==> config.mk <==
export PLATFORM = sky130hd
export DESIGN_NAME = mod_mul_il_arbiter
export DESIGN_NICKNAME = d
export VERILOG_FILES = /design/src/rtl/mod_mul_il_arbiter.sv
export SDC_FILE = /design/constraint.sdc
export NUM_CORES = 1
export LEC_CHECK = 0
export CORE_MARGIN = 2
export CORE_UTILIZATION = 35
export CTS_BUF_LIST = sky130_fd_sc_hd__clkbuf_2 sky130_fd_sc_hd__clkbuf_4 sky130_fd_sc_hd__clkbuf_8
export DETAILED_ROUTE_END_ITERATION = 12
export PLACE_DENSITY_LB_ADDON = 0.3
export SETUP_SLACK_MARGIN = 0.4
export SLEW_MARGIN = 20
export SYNTH_ARGS = -nofsm -noshare
export SYNTH_HDL_FRONTEND = slang
export SYNTH_SLANG_ARGS = --single-unit
export TNS_END_PERCENT = 50
==> constraint.sdc <==
create_clock -name clk -period 4.8 [get_ports clk]
set_clock_uncertainty 0.2 [all_clocks]
set_input_delay 0.72 -clock clk [delete_from_list [all_inputs] [get_ports clk]]
set_output_delay 0.72 -clock clk [all_outputs]
set_load 0.1 [all_outputs]
==> src/rtl/mod_mul_il_arbiter.sv <==
// rtl/mod_mul_il_arbiter.sv - round-robin arbiter sharing one interleaved modular multiplier among NREQ requesters
// Grants one request at a time, screens operands, runs the multiplier with a timeout, returns one response.
module mod_mul_il_arbiter #(
    parameter int NBITS   = 4,
    parameter int NREQ    = 4,
    parameter int IDW     = 2,
    parameter int TIMEOUT = 256,
    parameter int TW      = 16
) (
    input  logic                  clk,
    input  logic                  rst_n,
    input  logic [NREQ-1:0]       req_valid,
    output logic [NREQ-1:0]       req_ready,
    input  logic [NREQ*NBITS-1:0] req_a,
    input  logic [NREQ*NBITS-1:0] req_b,
    input  logic [NREQ*NBITS-1:0] req_m,
    output logic                  rsp_valid,
    input  logic                  rsp_ready,
    output logic [IDW-1:0]        rsp_id,
    output logic [NBITS-1:0]      rsp_y,
    output logic                  rsp_err,
    output logic                  mm_enable_p,
    output logic [NBITS-1:0]      mm_a,
    output logic [NBITS-1:0]      mm_b,
    output logic [NBITS-1:0]      mm_m,
    input  logic [NBITS-1:0]      mm_y,
    input  logic                  mm_done_irq_p,
    output logic                  busy
);

    typedef enum logic [2:0] {S_IDLE, S_CHECK, S_ISSUE, S_WAIT, S_RESP} state_t;

    state_t            r_state, w_next;
    logic [IDW-1:0]    r_rr_ptr, r_op_id, w_gnt, w_gnt_inc;
    logic [NBITS-1:0]  r_op_a, r_op_b, r_op_m, r_rsp_y;
    logic [NBITS-1:0]  w_sel_a, w_sel_b, w_sel_m;
    logic [TW-1:0]     r_cnt;
    logic              r_rsp_err;
    logic              w_gnt_found, w_illegal, w_timeout;
    logic [2*NREQ-1:0] w_req_dbl;
    logic [NREQ-1:0]   w_req_rot;
    logic [IDW:0]      w_sum;

    // Rotate the request vector so that bit 0 is the requester at rr_ptr.
    assign w_req_dbl = {req_valid, req_valid} >> r_rr_ptr;
    assign w_req_rot = w_req_dbl[NREQ-1:0];

    always_comb begin
        w_gnt_found = 1'b0;
        w_sum       = '0;
        for (int i = NREQ - 1; i >= 0; i--) begin
            if (w_req_rot[i]) begin
                w_gnt_found = 1'b1;
                w_sum       = {1'b0, r_rr_ptr} + (IDW+1)'(i);
            end
        end
        if (w_sum >= (IDW+1)'(NREQ)) begin
            w_sum = w_sum - (IDW+1)'(NREQ);
        end
        w_gnt = w_sum[IDW-1:0];
    end

    assign w_gnt_inc = (w_gnt == IDW'(NREQ - 1)) ? '0 : w_gnt + 1'b1;

    always_comb begin
        w_sel_a = '0;
        w_sel_b = '0;
        w_sel_m = '0;
        for (int k = 0; k < NREQ; k++) begin
            if (w_gnt == IDW'(k)) begin
                w_sel_a = req_a[k*NBITS +: NBITS];
                w_sel_b = req_b[k*NBITS +: NBITS];
                w_sel_m = req_m[k*NBITS +: NBITS];
            end
        end
    end

    assign w_illegal = (r_op_m == '0) || (r_op_a >= r_op_m) || (r_op_b >= r_op_m);
    assign w_timeout = (r_cnt == TW'(TIMEOUT - 1));

    always_comb begin
        w_next    = r_state;
        req_ready = '0;
        case (r_state)
            S_IDLE: begin
                if (w_gnt_found && rst_n) begin
                    req_ready = NREQ'(1) << w_gnt;
                    w_next    = S_CHECK;
                end
            end
            S_CHECK: w_next = w_illegal ? S_RESP : S_ISSUE;
            S_ISSUE: w_next = S_WAIT;
            S_WAIT:  if (mm_done_irq_p || w_timeout) w_next = S_RESP;
            S_RESP:  if (rsp_ready) w_next = S_IDLE;
            default: w_next = S_IDLE;
        endcase
    end

    always_ff @(posedge clk or negedge rst_n) begin
        if (!rst_n) begin
            r_state   <= S_IDLE;
            r_rr_ptr  <= '0;
            r_op_id   <= '0;
            r_op_a    <= '0;
            r_op_b    <= '0;
            r_op_m    <= '0;
            r_cnt     <= '0;
            r_rsp_y   <= '0;
            r_rsp_err <= 1'b0;
        end else begin
            r_state <= w_next;
            case (r_state)
                S_IDLE: begin
                    if (w_gnt_found) begin
                        r_op_a   <= w_sel_a;
                        r_op_b   <= w_sel_b;
                        r_op_m   <= w_sel_m;
                        r_op_id  <= w_gnt;
                        r_rr_ptr <= w_gnt_inc;
                    end
                end
                S_CHECK: begin
                    if (w_illegal) begin
                        r_rsp_y   <= '0;
                        r_rsp_err <= 1'b1;
                    end
                end
                S_ISSUE: r_cnt <= '0;
                S_WAIT: begin
                    r_cnt <= r_cnt + 1'b1;
                    // A done pulse in the timeout cycle still delivers the real result.
                    if (mm_done_irq_p) begin
                        r_rsp_y   <= mm_y;
                        r_rsp_err <= 1'b0;
                    end else if (w_timeout) begin
                        r_rsp_y   <= '0;
                        r_rsp_err <= 1'b1;
                    end
                end
                default: ;
            endcase
        end
    end

    assign rsp_valid   = (r_state == S_RESP);
    assign rsp_id      = r_op_id;
    assign rsp_y       = r_rsp_y;
    assign rsp_err     = r_rsp_err;
    assign mm_enable_p = (r_state == S_ISSUE);
    assign mm_a        = r_op_a;
    assign mm_b        = r_op_b;
    assign mm_m        = r_op_m;
    assign busy        = (r_state != S_IDLE);

endmodule

# Yosys cells after proc, flatten, opt, wreduce, memory -nomap -nowiden
# Index checks and enable logic that the tools add are counted.
# word_totals
rom_bits	0
memories	0
ramBits	0
output_inout_bits	26
register_bits	40
latchBits	0
input_bits	60
# op_classes
n_eq_ne	13
reduce_logical	13
n_div	0
add_sub_neg	6
bitwise	0
n_mux	38
mul	0
n_lt_le_gt_ge	3
n_shift	2
# op_table
op	n
$mux 4	17
$pmux 16 s2	1
$mux 3	8
$add 16x1->16 const B	1
$eq 16x8->1 const B	1
$pmux 3 s5	1
$ge 4x4->1	2
$pmux 4 s2	1
$shr 8x2->4	1
$mux 1	7
$add 2x2->3 const B	2
$eq 3x2->1 const B	2
$ne 2x2->1 const B	3
$reduce_and 3->1	2
$eq 2x2->1 const B	2
$logic_not 4->1	1
$mux 2	2
$reduce_bool 2->1	2
$shl 1x2->4 const A	1
$add 2x1->3 const B	1
$eq 3x1->1 const B	1
$eq 3x3->1 const B	1
$ge 3x3->1 const B	1
$logic_not 3->1	1
11 further kinds	13

# Longest topological paths before layout
# depth
word_depth	12
depth_mapped	12

# Worst setup path after synthesis
# No wires, ideal clock.
# synth_timing
path_type	input port to output port
from	input req_valid[0]
to	output req_ready[3]
n_path_buf	2
arrival_time_ps	2818
path_slack_ps	1062
path_stages	8
path_cell_list	nor2b_1 a21oi_1 o22ai_1 a21oi_1 ha_1 clkbuf_1 clkbuf_1 and3_1
# synth_via
elab_chain_cells	10
word_cells_on_any_way	16
classes_between	add/sub (1); order compare (1); shift (2); mux (11); reduce/logical (1)
# synth_lines
item	line_no	text
start, declared	12	input logic [NREQ-1:0] req_valid,
$shr 8x2->4 (*)	45	assign w_req_dbl = {req_valid, req_valid} >> r_rr_ptr;
$mux 3 (3 in a row)	52	if (w_req_rot[i]) begin
$mux 3 (*)	52	
$ge 3x3->1 / $sub 2x1->2 (equally long branches)	57, 58	
$mux 2 (*)	57	if (w_sum >= (IDW+1)'(NREQ)) begin
net w_sum[0]	42	logic [IDW:0] w_sum;
$shl 1x2->4 (*)	87	req_ready = NREQ'(1) << w_gnt;
$mux 4 (*)	86	if (w_gnt_found && rst_n) begin
$mux 4 (*)	84	case (r_state)
end, declared	13	output logic [NREQ-1:0] req_ready,
# The timed path passes the listed nets; every way through them passes the cells marked *.

# Worst setup path after layout
# layout_timing
from	input req_valid[0]
to	output req_ready[2]
# The elaborated chain is that of the path after synthesis.

==> flow_summary.yaml <==
sta:
  setup-tns-final_ps: 0
  setup_ws_ps: 890.0
  slew_viol_final: 0
  slew_headroom: 0.3192
  whs_ps: 294.4
  setup_viol: 0
  rsz0062_at_grt: "false"
  tightest_slew_ps: 1018
  final_hold_viol_count: 0
  min_period_ps: 3910
  final_min_period_over_clock_period: 0.8146
  max_freq_ghz: 0.2558
synth:
  synth_cells: 285
  synthSimpleGateAreaFrac: 0.2262
  synth_top_area_cell: "dfrtp_1"
  synth_top_area_share: 0.4067
  synth_edf_count: 0
  ys_seq_area_frac: 0.4067
  synth_top_family_by_area: "simple AND/OR/NAND/NOR gates"
  synthMuxAreaShare: 0.02491
  yosys-top-cells-area: "dfrtp_1 41%, ha_1 6.6%, nand2_1 5.0%, a21oi_1 4.9%, o21ai_0 4.1%"
  async_flop_share: 1.000
  syn_nets: 358
  ys_ff_latch: 40
  synth_compound_area_frac: 0.2196
  synth.avg_cell_area_um2: 8.635
  synth_fa_ha_area_frac: 0.06609
  ys_warn_count: 0
  netlist_area_um2: 2461
  synth.distinct_cells: 43
  synth_xor_xnor_area_share: 0.003559
  synth_ff_type: "dfrtp_1"
min_path:
  min_from: "rsp_id[1]$_DFFE_PN0P_"
  hold-path-endpoint: "rsp_id[1]$_DFFE_PN0P_"
  holdCritPathClass: "flop to flop"
  hold_depth: 2
setup_path:
  cp.arrival_ps: 2990
  r2r_start: "r_rr_ptr[0]$_DFFE_PN0P_"
  start_kind: "input port"
  worstSetupPathType: "input port to output port"
  end_kind: "output port"
  crit_fanout: 25
  rrSetupSlack_ps: 1990
  rr_endpoint: "mm_m[3]$_DFFE_PN0P_"
  required_ps: 3880
  rr_worst_depth: 10
detailed_routing:
  finalWirelength_mm: 6.392
  ant_nets: 0
  viasPerCell: 5.095
  drtIter0Drc: 119
  dr.pass1.iters: 4
  vias: 2354
  drc: 0
  wire_per_inst_um: 13.84
placement:
  hpwl_mm: 4.869
  globalplace.congestion: 0.8092
  post_dp_cell_area_um2: 3390
  dp.cells: 454
  port_buffers: 85
  place_ws_ps: 930.5
power:
  clock_power_share: 0.133
  swShare: 0.5500
  p_leak_nw: 1.497
  finalPower_mw: 2.335
  p_sw_mw: 1.284
  intPower_mw: 1.051
  p_per_area_nw_per_um2: 664.1
  ir_drop_mv: 0.4576
  p_seq_frac: 0.234
  p_comb_frac: 0.633
clock_network:
  post_cts_resized: 0
  cts_max_level: 2
  cts_tree: "done"
  numCtsBuffers: 5
  cts-root-buf: "clkbuf_8"
  cts.sinks: 40
  holdBufCountCts: 0
  clock_path_buffers: 2
  cts_setup_buffers: 0
  cts.reportedPaths.clkPinSlew_ps: 80
  clk_latency_ps: 300
floorplan:
  die_y_um: 87.86
  rows: 30
  dieArea_um2: 7719
  start_util: 0.3622
  fp.dieW_um: 87.86
  coreArea_um2: 6794
  ios: 86
cells_and_area:
  drive_gt1_frac: 0.05738
  fin_cells: 462
  antenna_cells: 0
  nFillCells: 658
  nets: 438
  syn2layout_area_growth_pct: 42.86
  final_area_um2: 3516
  utilization: 0.5175
global_routing:
  grt.total_usage: 0.1743
  grt_max_degree: 42
  grt_pass1_vias: 2271
  grt-ovfl-total: 0
  grt_pass1_wl_mm: 10.56
  antenna_found_initial: 0
run:
  drv_cap: 0
run_status:
  status: "finished clean"
## kinds of logic (layout without fill, tap and decap cells)
| logic type | count (synthesis) | after routing |
|---|---|---|
| compound gates | 83 | 83 |
| xor+xnor | 1 | 1 |
| fa+ha+maj | 13 | 13 |
| buf+inv | 33 | 114 |
| flops | 40 | 40 |
| mux | 6 | 6 |
| simple gates | 109 | 109 |
## worst max-delay path: stages
cell and delay, ps:
clkdlybuf4s50_1 520, nor2b_1 190, a21oi_1 60, o22ai_1 130, a21oi_1 120, inv_1 110, ha_1 580, and3_1 270
buf_4 290
## power groups by stage
stage	clock network, mW	logic (mW)	registers, mW
after global placement	0	1.47	0.551
after global routing	0.332	1.61	0.565
after CTS	0.316	1.49	0.548
after detailed placement	0	1.48	0.552
final	0.310	1.48	0.547
after floorplan	0	0.659	1.01
## area by class of cell
cell class                 instances  area (um^2)  share of cell area
multi-input combinational        212         1330              0.3783
sequential                        40         1001              0.2847
timing repair buffer              88        870.8              0.2477
tap                               96        120.1             0.03416
clock buffer                       7        96.34             0.02740
inverter                          18        67.56             0.01922
clock inverter                     1        30.03            0.008541
## how the worst max path moves through the flow
stage	end	slack (ps)	from
2_1_floorplan	req_ready[3]	1060	req_valid[0]
3_3_place_gp	req_ready[2]	980	req_valid[0]
3_5_place_dp	req_ready[2]	930	req_valid[0]
4_1_cts	req_ready[2]	900	req_valid[0]
5_1_grt	req_ready[2]	670	req_valid[0]
6_report	req_ready[2]	890	req_valid[0]
## cell usage after synthesis (2+ instances only)
cell       n
a211oi_1   6
a21oi_1   24
a221oi_1  11
a22o_1     5
and2_1     2
and3_1     8
clkbuf_1  12
dfrtp_1   40
ha_1      13
inv_1     18
mux2i_1    5
nand2_1   33
nand3_1    9
nor2_1    11
nor2b_1   13
nor3_1    18
nor4_1     4
o21ai_0   20
o21ai_1    2
o221ai_1   2
o22ai_1    4
o31ai_1    2
or3_1      2
or4_1      2
## state kept, by name (all words and copies together), names as in the netlist
name / count
mm_a: 4
mm_b: 4
mm_m: 4
r_cnt: 16
r_rr_ptr: 2
r_state: 3
rsp_err: 1
rsp_id: 2
rsp_y: 4
## placed cells by master, fill, tap and decap left out, types with 5 or more instances in the layout
cell / Yosys / routed
buf_4: 1 / 6
a221oi_1: 11 / 11
mux2i_1: 5 / 5
and3_1: 8 / 8
a22o_1: 5 / 5
o21ai_0: 20 / 20
clkdlybuf4s50_1: 0 / 80
nor2_1: 11 / 11
nor2b_1: 13 / 13
clkbuf_8: 0 / 7
nand2_1: 33 / 33
inv_1: 18 / 18
a21oi_1: 24 / 24
dfrtp_1: 40 / 40
nor3_1: 18 / 18
ha_1: 13 / 13
a211oi_1: 6 / 6
nand3_1: 9 / 9
## layer usage
layer  GRT usage  vias to the layer above  share of wire
met4     0.04196                        0         0.0097
met1      0.2199                     1068           0.43
met2      0.2837                       78           0.47
met5           0                        -              0
met3     0.06598                        5          0.091
li1            -                     1203              -
No activity file was read; power rests on OpenSTA's default activity.
